[src/rtl/riscv_defines.sv]
// Shared load-unit definitions: LoadOp encodings, FSM states and size/alignment helpers.
// MISALIGNED_LOAD_EN adds the RD1 state used for word-crossing loads.
package riscv_defines;

  typedef enum logic [2:0] {
    LOAD_OP_LB  = 3'b000,
    LOAD_OP_LH  = 3'b001,
    LOAD_OP_LW  = 3'b010,
    LOAD_OP_LBU = 3'b100,
    LOAD_OP_LHU = 3'b101
  } LoadOp_t;

`ifdef MISALIGNED_LOAD_EN
  typedef enum logic [1:0] {IDLE = 2'd0, RD0 = 2'd1, RD1 = 2'd2, RESP = 2'd3} lsu_state_e;
`else
  typedef enum logic [1:0] {IDLE = 2'd0, RD0 = 2'd1, RESP = 2'd3} lsu_state_e;
`endif

  // Access size in bytes; 0 marks an illegal operation.
  function automatic logic [2:0] load_size(LoadOp_t op);
    case (op)
      LOAD_OP_LB, LOAD_OP_LBU: return 3'd1;
      LOAD_OP_LH, LOAD_OP_LHU: return 3'd2;
      LOAD_OP_LW:              return 3'd4;
      default:                 return 3'd0;
    endcase
  endfunction

  function automatic logic load_crosses_word(LoadOp_t op, logic [1:0] off);
    return ({1'b0, off} + load_size(op)) > 3'd4;
  endfunction

  function automatic logic load_misaligned(LoadOp_t op, logic [1:0] off);
    logic [1:0] mask;
    mask = 2'(load_size(op) - 3'd1);
    return (off & mask) != 2'b00;
  endfunction

endpackage

[src/rtl/load_alignment_unit_if.sv]
// Request, memory and response signals of the load alignment unit.
interface load_alignment_unit_if #(
  parameter int unsigned ADDR_W = 32
);
  import riscv_defines::*;

  logic              req_valid;
  logic              req_ready;
  logic [ADDR_W-1:0] req_addr;
  LoadOp_t           LoadOp;
  logic              mem_valid;
  logic              mem_ready;
  logic [ADDR_W-1:0] mem_addr;
  logic [31:0]       mem_rdata;
  logic              rsp_valid;
  logic [31:0]       rsp_data;
  logic              rsp_fault;

  modport master (
    output req_valid, req_addr, LoadOp, mem_ready, mem_rdata,
    input  req_ready, mem_valid, mem_addr, rsp_valid, rsp_data, rsp_fault
  );

  modport slave (
    input  req_valid, req_addr, LoadOp, mem_ready, mem_rdata,
    output req_ready, mem_valid, mem_addr, rsp_valid, rsp_data, rsp_fault
  );
endinterface

[src/rtl/load_alignment_unit_extract.sv]
// Combinational byte/halfword/word extraction and sign/zero extension from a two-word window.
module load_extract
  import riscv_defines::*;
(
  input  logic [63:0] word_i,
  input  logic [1:0]  offset_i,
  input  LoadOp_t     op_i,
  output logic [31:0] data_o
);

  logic [31:0] sh;

  assign sh = 32'(word_i >> {offset_i, 3'b000});

  always_comb begin
    data_o = '0;
    case (op_i)
      LOAD_OP_LB:  data_o = {{24{sh[7]}}, sh[7:0]};
      LOAD_OP_LBU: data_o = {24'h0, sh[7:0]};
      LOAD_OP_LH:  data_o = {{16{sh[15]}}, sh[15:0]};
      LOAD_OP_LHU: data_o = {16'h0, sh[15:0]};
      LOAD_OP_LW:  data_o = sh;
      default:     data_o = '0;
    endcase
  end

endmodule

[src/rtl/load_alignment_unit.sv]
// Load alignment unit: one or two word reads, then an aligned/extended single-cycle response.
// MISALIGNED_LOAD_EN services word-crossing loads through RD1; otherwise they fault.
module load_alignment_unit
  import riscv_defines::*;
#(
  parameter int unsigned ADDR_W = 32
) (
  input logic                  clk,
  input logic                  rst,
  load_alignment_unit_if.slave bus
);

  lsu_state_e        state_q, state_d;
  logic [ADDR_W-1:0] mem_addr_q, mem_addr_d;
  logic [1:0]        off_q, off_d;
  LoadOp_t           op_q, op_d;
  logic [31:0]       rsp_data_q, rsp_data_d;
  logic              rsp_fault_q, rsp_fault_d;
  logic [63:0]       ext_word;
  logic [31:0]       ext_data;
  logic              req_fault;
`ifdef MISALIGNED_LOAD_EN
  logic [31:0]       lo_q, lo_d;
`endif

  always_comb begin
    req_fault = (load_size(bus.LoadOp) == 3'd0);
`ifndef MISALIGNED_LOAD_EN
    // Without the split path only naturally aligned accesses are serviced.
    req_fault = req_fault || load_misaligned(bus.LoadOp, bus.req_addr[1:0]);
`endif
  end

  always_comb begin
`ifdef MISALIGNED_LOAD_EN
    ext_word = (state_q == RD1) ? {bus.mem_rdata, lo_q} : {32'h0, bus.mem_rdata};
`else
    ext_word = {32'h0, bus.mem_rdata};
`endif
  end

  load_extract u_extract (
    .word_i   (ext_word),
    .offset_i (off_q),
    .op_i     (op_q),
    .data_o   (ext_data)
  );

  always_comb begin
    state_d     = state_q;
    mem_addr_d  = mem_addr_q;
    off_d       = off_q;
    op_d        = op_q;
    rsp_data_d  = rsp_data_q;
    rsp_fault_d = rsp_fault_q;
`ifdef MISALIGNED_LOAD_EN
    lo_d        = lo_q;
`endif
    case (state_q)
      IDLE: begin
        if (bus.req_valid) begin
          mem_addr_d = {bus.req_addr[ADDR_W-1:2], 2'b00};
          off_d      = bus.req_addr[1:0];
          op_d       = bus.LoadOp;
          if (req_fault) begin
            state_d     = RESP;
            rsp_data_d  = '0;
            rsp_fault_d = 1'b1;
          end else begin
            state_d = RD0;
          end
        end
      end
      RD0: begin
        if (bus.mem_ready) begin
`ifdef MISALIGNED_LOAD_EN
          lo_d = bus.mem_rdata;
          if (load_crosses_word(op_q, off_q)) begin
            state_d    = RD1;
            mem_addr_d = mem_addr_q + ADDR_W'(4);
          end else begin
            state_d     = RESP;
            rsp_data_d  = ext_data;
            rsp_fault_d = 1'b0;
          end
`else
          state_d     = RESP;
          rsp_data_d  = ext_data;
          rsp_fault_d = 1'b0;
`endif
        end
      end
`ifdef MISALIGNED_LOAD_EN
      RD1: begin
        if (bus.mem_ready) begin
          state_d     = RESP;
          rsp_data_d  = ext_data;
          rsp_fault_d = 1'b0;
        end
      end
`endif
      RESP:    state_d = IDLE;
      default: state_d = IDLE;
    endcase
  end

  always_ff @(posedge clk or posedge rst) begin
    if (rst) begin
      state_q     <= IDLE;
      mem_addr_q  <= '0;
      off_q       <= '0;
      op_q        <= LOAD_OP_LB;
      rsp_data_q  <= '0;
      rsp_fault_q <= 1'b0;
`ifdef MISALIGNED_LOAD_EN
      lo_q        <= '0;
`endif
    end else begin
      state_q     <= state_d;
      mem_addr_q  <= mem_addr_d;
      off_q       <= off_d;
      op_q        <= op_d;
      rsp_data_q  <= rsp_data_d;
      rsp_fault_q <= rsp_fault_d;
`ifdef MISALIGNED_LOAD_EN
      lo_q        <= lo_d;
`endif
    end
  end

  assign bus.req_ready = (state_q == IDLE);
`ifdef MISALIGNED_LOAD_EN
  assign bus.mem_valid = (state_q == RD0) || (state_q == RD1);
`else
  assign bus.mem_valid = (state_q == RD0);
`endif
  assign bus.mem_addr  = mem_addr_q;
  assign bus.rsp_valid = (state_q == RESP);
  assign bus.rsp_data  = rsp_data_q;
  assign bus.rsp_fault = rsp_fault_q;

endmodule

[src/flat_wrapper.sv]
// flat-port wrapper written by rule: the top's interface ports become plain ports
module load_alignment_unit_flat import riscv_defines::*;
#(
  parameter int unsigned ADDR_W = 32
)
  (clk, rst, bus_req_valid, bus_req_addr, bus_LoadOp, bus_mem_ready, bus_mem_rdata, bus_req_ready, bus_mem_valid, bus_mem_addr, bus_rsp_valid, bus_rsp_data, bus_rsp_fault);
  load_alignment_unit_if #(.ADDR_W(ADDR_W)) bus_i ();
  input logic clk;
  input logic rst;
  input wire logic [$bits(bus_i.req_valid)-1:0] bus_req_valid;
  input wire logic [$bits(bus_i.req_addr)-1:0] bus_req_addr;
  input wire logic [$bits(bus_i.LoadOp)-1:0] bus_LoadOp;
  input wire logic [$bits(bus_i.mem_ready)-1:0] bus_mem_ready;
  input wire logic [$bits(bus_i.mem_rdata)-1:0] bus_mem_rdata;
  output wire logic [$bits(bus_i.req_ready)-1:0] bus_req_ready;
  output wire logic [$bits(bus_i.mem_valid)-1:0] bus_mem_valid;
  output wire logic [$bits(bus_i.mem_addr)-1:0] bus_mem_addr;
  output wire logic [$bits(bus_i.rsp_valid)-1:0] bus_rsp_valid;
  output wire logic [$bits(bus_i.rsp_data)-1:0] bus_rsp_data;
  output wire logic [$bits(bus_i.rsp_fault)-1:0] bus_rsp_fault;
  assign bus_i.req_valid = bus_req_valid;
  assign bus_i.req_addr = bus_req_addr;
  assign bus_i.LoadOp = bus_LoadOp;
  assign bus_i.mem_ready = bus_mem_ready;
  assign bus_i.mem_rdata = bus_mem_rdata;
  assign bus_req_ready = bus_i.req_ready;
  assign bus_mem_valid = bus_i.mem_valid;
  assign bus_mem_addr = bus_i.mem_addr;
  assign bus_rsp_valid = bus_i.rsp_valid;
  assign bus_rsp_data = bus_i.rsp_data;
  assign bus_rsp_fault = bus_i.rsp_fault;
  load_alignment_unit #(.ADDR_W(ADDR_W)) u_core (.clk(clk), .rst(rst), .bus(bus_i));
endmodule
[config.mk]
export PLATFORM = sky130hd
export DESIGN_NAME = load_alignment_unit_flat
export DESIGN_NICKNAME = d
export VERILOG_FILES = /design/src/rtl/riscv_defines.sv /design/src/rtl/load_alignment_unit_if.sv /design/src/rtl/load_alignment_unit_extract.sv /design/src/rtl/load_alignment_unit.sv /design/src/flat_wrapper.sv
export SDC_FILE = /design/constraint.sdc
export NUM_CORES = 1
export LEC_CHECK = 0
export CAP_MARGIN = 20
export CORE_UTILIZATION = 42
export DETAILED_ROUTE_END_ITERATION = 16
export PLACE_DENSITY = 0.8
export SETUP_SLACK_MARGIN = 0.3
export SLEW_MARGIN = 20
export SYNTH_ARGS = -nofsm -noshare
export SYNTH_HDL_FRONTEND = slang
export SYNTH_SLANG_ARGS = --single-unit
[constraint.sdc]
create_clock -name clk -period 2.65 [get_ports clk]
set_clock_uncertainty 0.2 [all_clocks]
set_input_delay 0.3975 -clock clk [delete_from_list [all_inputs] [get_ports clk]]
set_output_delay 0.3975 -clock clk [all_outputs]
set_load 0.05 [all_outputs]
==> impl_metrics.yaml <==
timing:
  rsz0062_at_grt: "no"
  slew_viol_final: 0
  setup_violations: 0
  layout_min_cycle_time_ns: 2.30
  slew-limit-headroom_pct: 50.4
  period_share_pct: 86.6
  hold_viol: 0
  fmax_mhz: 436
  worst_pin_slew_ns: 0.738
cts:
  clkTransAtPathRegs_ns: 0.08
  postCtsSetupBuffers: 0
  cts_max_level: 3
  numCtsBuffers: 9
  clkSinkCount: 70
  cts_max_path_buffers: 2
  clock_latency_ns: 0.34
  root_buffer: "clkbuf_8"
  cts_tree: "built"
worst_setup_path:
  crit_path_top_delay_cell: "clkdlybuf4s50_1"
  worstPathCellList: "clkdlybuf4s50_1 -> or2_2 -> ha_1 -> nand2b_4 -> o2111ai_2 -> nand2_4 -> buf_12 -> a221o_2"
  start_kind: "input port"
  critPathMaxFanout: 5
  crit_path_end_kind: "flip-flop"
  required_ns: 2.68
  crit_type: "in -> reg"
  max_stage_delay_ns: 0.41
  worstPathArrival_ns: 2.33
logic_synthesis:
  ys_async_sr_fraction_pct: 100
  avgSynthCellArea_sq_um: 12.6
  synth_area_leaders: "dfrtp_1 (54%), mux2_2 (13%), mux2i_1 (5.6%)"
  yosysSeqAreaShare_pct: 54.1
  synth_seq_cells: 70
  synth_top_area_share_pct: 54.1
  synthFlopType: "dfrtp_1"
  yosys_warnings: 0
  synth_area_sq_um: 3240
  synth_top_area_cell: "dfrtp_1"
  synth_cell_types: 35
  synth_edf_count: 0
  netlist_instances: 256
route:
  antenna_left: 0
  first_pass_iters: 4
  via_per_inst: 5.26
  wl_um: 8790
  drc_errors: 0
  num_vias: 2649
  wl_per_cell_um: 17.4
  drtIter0Drc: 152
power_and_ir_drop:
  ir_drop_uv: 854
  leakage_nw: 2.23
  power_density_nw_per_um2: 1410
cells_and_area:
  syn_to_final_growth_pct: 55.9
  ff_latch_area_sq_um: 1750
  fin_util_pct: 68.5
  layout_common_cells: "clkdlybuf4s50_1 (132), dfrtp_1 (70), mux2_2 (36), mux2i_1 (18), nand2_1 (15)"
  layout-drive-gt1-share_pct: 19.3
  nFillCells: 542
  multi_input_area_sq_um: 1390
  fin_cells: 504
  diodes: 0
  layout_commonest_cell: "clkdlybuf4s50_1"
  final_nets: 472
placed_design:
  detailedPlacementHpwl_um: 6330
  gp_congestion: 0.785
  numPlacedInstances: 485
  port_buffers: 136
grt:
  grt.overflow.total: 0
  grt_max_degree: 71
  grt_pass1_wl_um: 13900
  grt_use_total_pct: 21.9
  antenna_found_initial: 0
  grt_pass1_vias: 2787
floorplanning:
  die_area_sq_um: 8060
  start_util_pct: 43.9
  rows: 31
  ios: 139
  die-height_um: 89.8
  core_area_sq_um: 7370
  die_w_um: 89.8
status:
  outcome: "complete, no violations"
hold_path:
  holdCritPathClass: "in -> reg"
job:
  cap_violations: 0
registers in the layout, summed over array words and instances (netlist names):
signal                cells
u_core.bus.rsp_data      32
u_core.bus.mem_addr      30
u_core.op_q               3
u_core.off_q              2
u_core.state_q            2
u_core.bus.rsp_fault      1
kinds of logic (layout without fill, tap and decap cells):
group | after synthesis | in the layout | synth area share [%]
flip-flops | 70 | 70 | 54.1
other | 1 | 2 | 0.116
adder cells (fa/ha/maj) | 1 | 1 | 0.386
AO/OA/AOI/OAI | 54 | 54 | 14.8
multiplexers | 54 | 54 | 18.1
buffers and inverters | 24 | 172 | 3.75
AND/OR/NAND/NOR | 52 | 52 | 8.73
worst max-delay path, delay by kind of cell:
family / cells / cell delay (ns)
buffers and inverters: 2 / 0.58
AND/OR/NAND/NOR: 3 / 0.57
adder cells (fa/ha/maj): 1 / 0.30
AO/OA/AOI/OAI: 2 / 0.48
report_power, final:
part | total [W] | switching (W) | internal [W]
combinational | 0.00437 | 0.00265 | 0.00172
sequential | 0.00191 | 0.000338 | 0.00157
clock | 0.000824 | 0.000391 | 0.000433
total | 0.00710 | 0.00338 | 0.00372
layer usage:
metal / up-vias / routed length [um] / part of all wire (%) / GRT usage, %
met5: - / 0 / 0 / 0
met4: 0 / 215 / 2.4 / 9.29
met3: 16 / 841 / 9.6 / 7.70
met2: 123 / 4140 / 47 / 35.0
met1: 1283 / 3590 / 41 / 27.0
li1: 1227 / - / - / -
stage by stage:
step	area, sq um	power [W]	setup TNS, ns	hold WS, ns	worst slack [ns]
after global placement	4760	0.00610	-0.135	0.273	-0.0192
after CTS	4940	0.00699	0	0.298	0.321
after global routing	5050	0.00741	0	0.253	0.301
after floorplan	3250	0.00474	0	0.296	0.446
final	5050	0.00710	0	0.218	0.354
after detailed placement	4760	0.00617	-0.373	0.278	-0.0403
layout make-up:
type / count / area share (%)
Tap cell: 99 / 2.45
Timing Repair Buffer: 151 / 31.2
Clock inverter: 4 / 0.942
Multi-Input combinational cell: 163 / 27.6
Clock buffer: 12 / 2.68
Inverter: 5 / 0.446
Sequential cell: 70 / 34.7
synthesized netlist by cell type, types with 4 or more instances:
master	n
o21ai_0	9
mux2i_1	18
clkbuf_1	7
nor2b_1	10
dfrtp_1	70
a32o_1	7
a211o_1	14
inv_1	5
mux2_2	36
a221o_1	14
nor2_1	11
buf_2	7
nand2b_1	4
nand2_1	16
repair_timing:
| item | CTS | global route |
|---|---|---|
| setup endpoints to repair | 2 | 18 |
| hold buffers | 0 | 0 |
| pin swaps | 0 | 1 |
| gates cloned | 0 | 3 |
| gates resized for setup | 2 | 8 |
path summary, 6_finish.rpt:
path                                                          start                             endpoint  slack [ns]  cells after the start
worst min register to register  u_core.bus.rsp_data[23]$_DFFE_PP0P_  u_core.bus.rsp_data[23]$_DFFE_PP0P_        0.30                      1
worst min-delay path                                  bus_LoadOp[0]           u_core.op_q[0]$_DFFE_PP0P_        0.22                      4
min in group asynchronous                                       rst  u_core.bus.mem_addr[19]$_DFFE_PP0P_        0.30                      3
worst max register to register          u_core.off_q[0]$_DFFE_PP0P_  u_core.bus.rsp_data[16]$_DFFE_PP0P_        0.45                      5
max in group asynchronous                                       rst          u_core.off_q[0]$_DFFE_PP0P_        1.66                      3
worst max-delay path                                  bus_LoadOp[1]  u_core.bus.rsp_data[24]$_DFFE_PP0P_        0.35                      8
No activity file was read; power rests on OpenSTA's default activity.
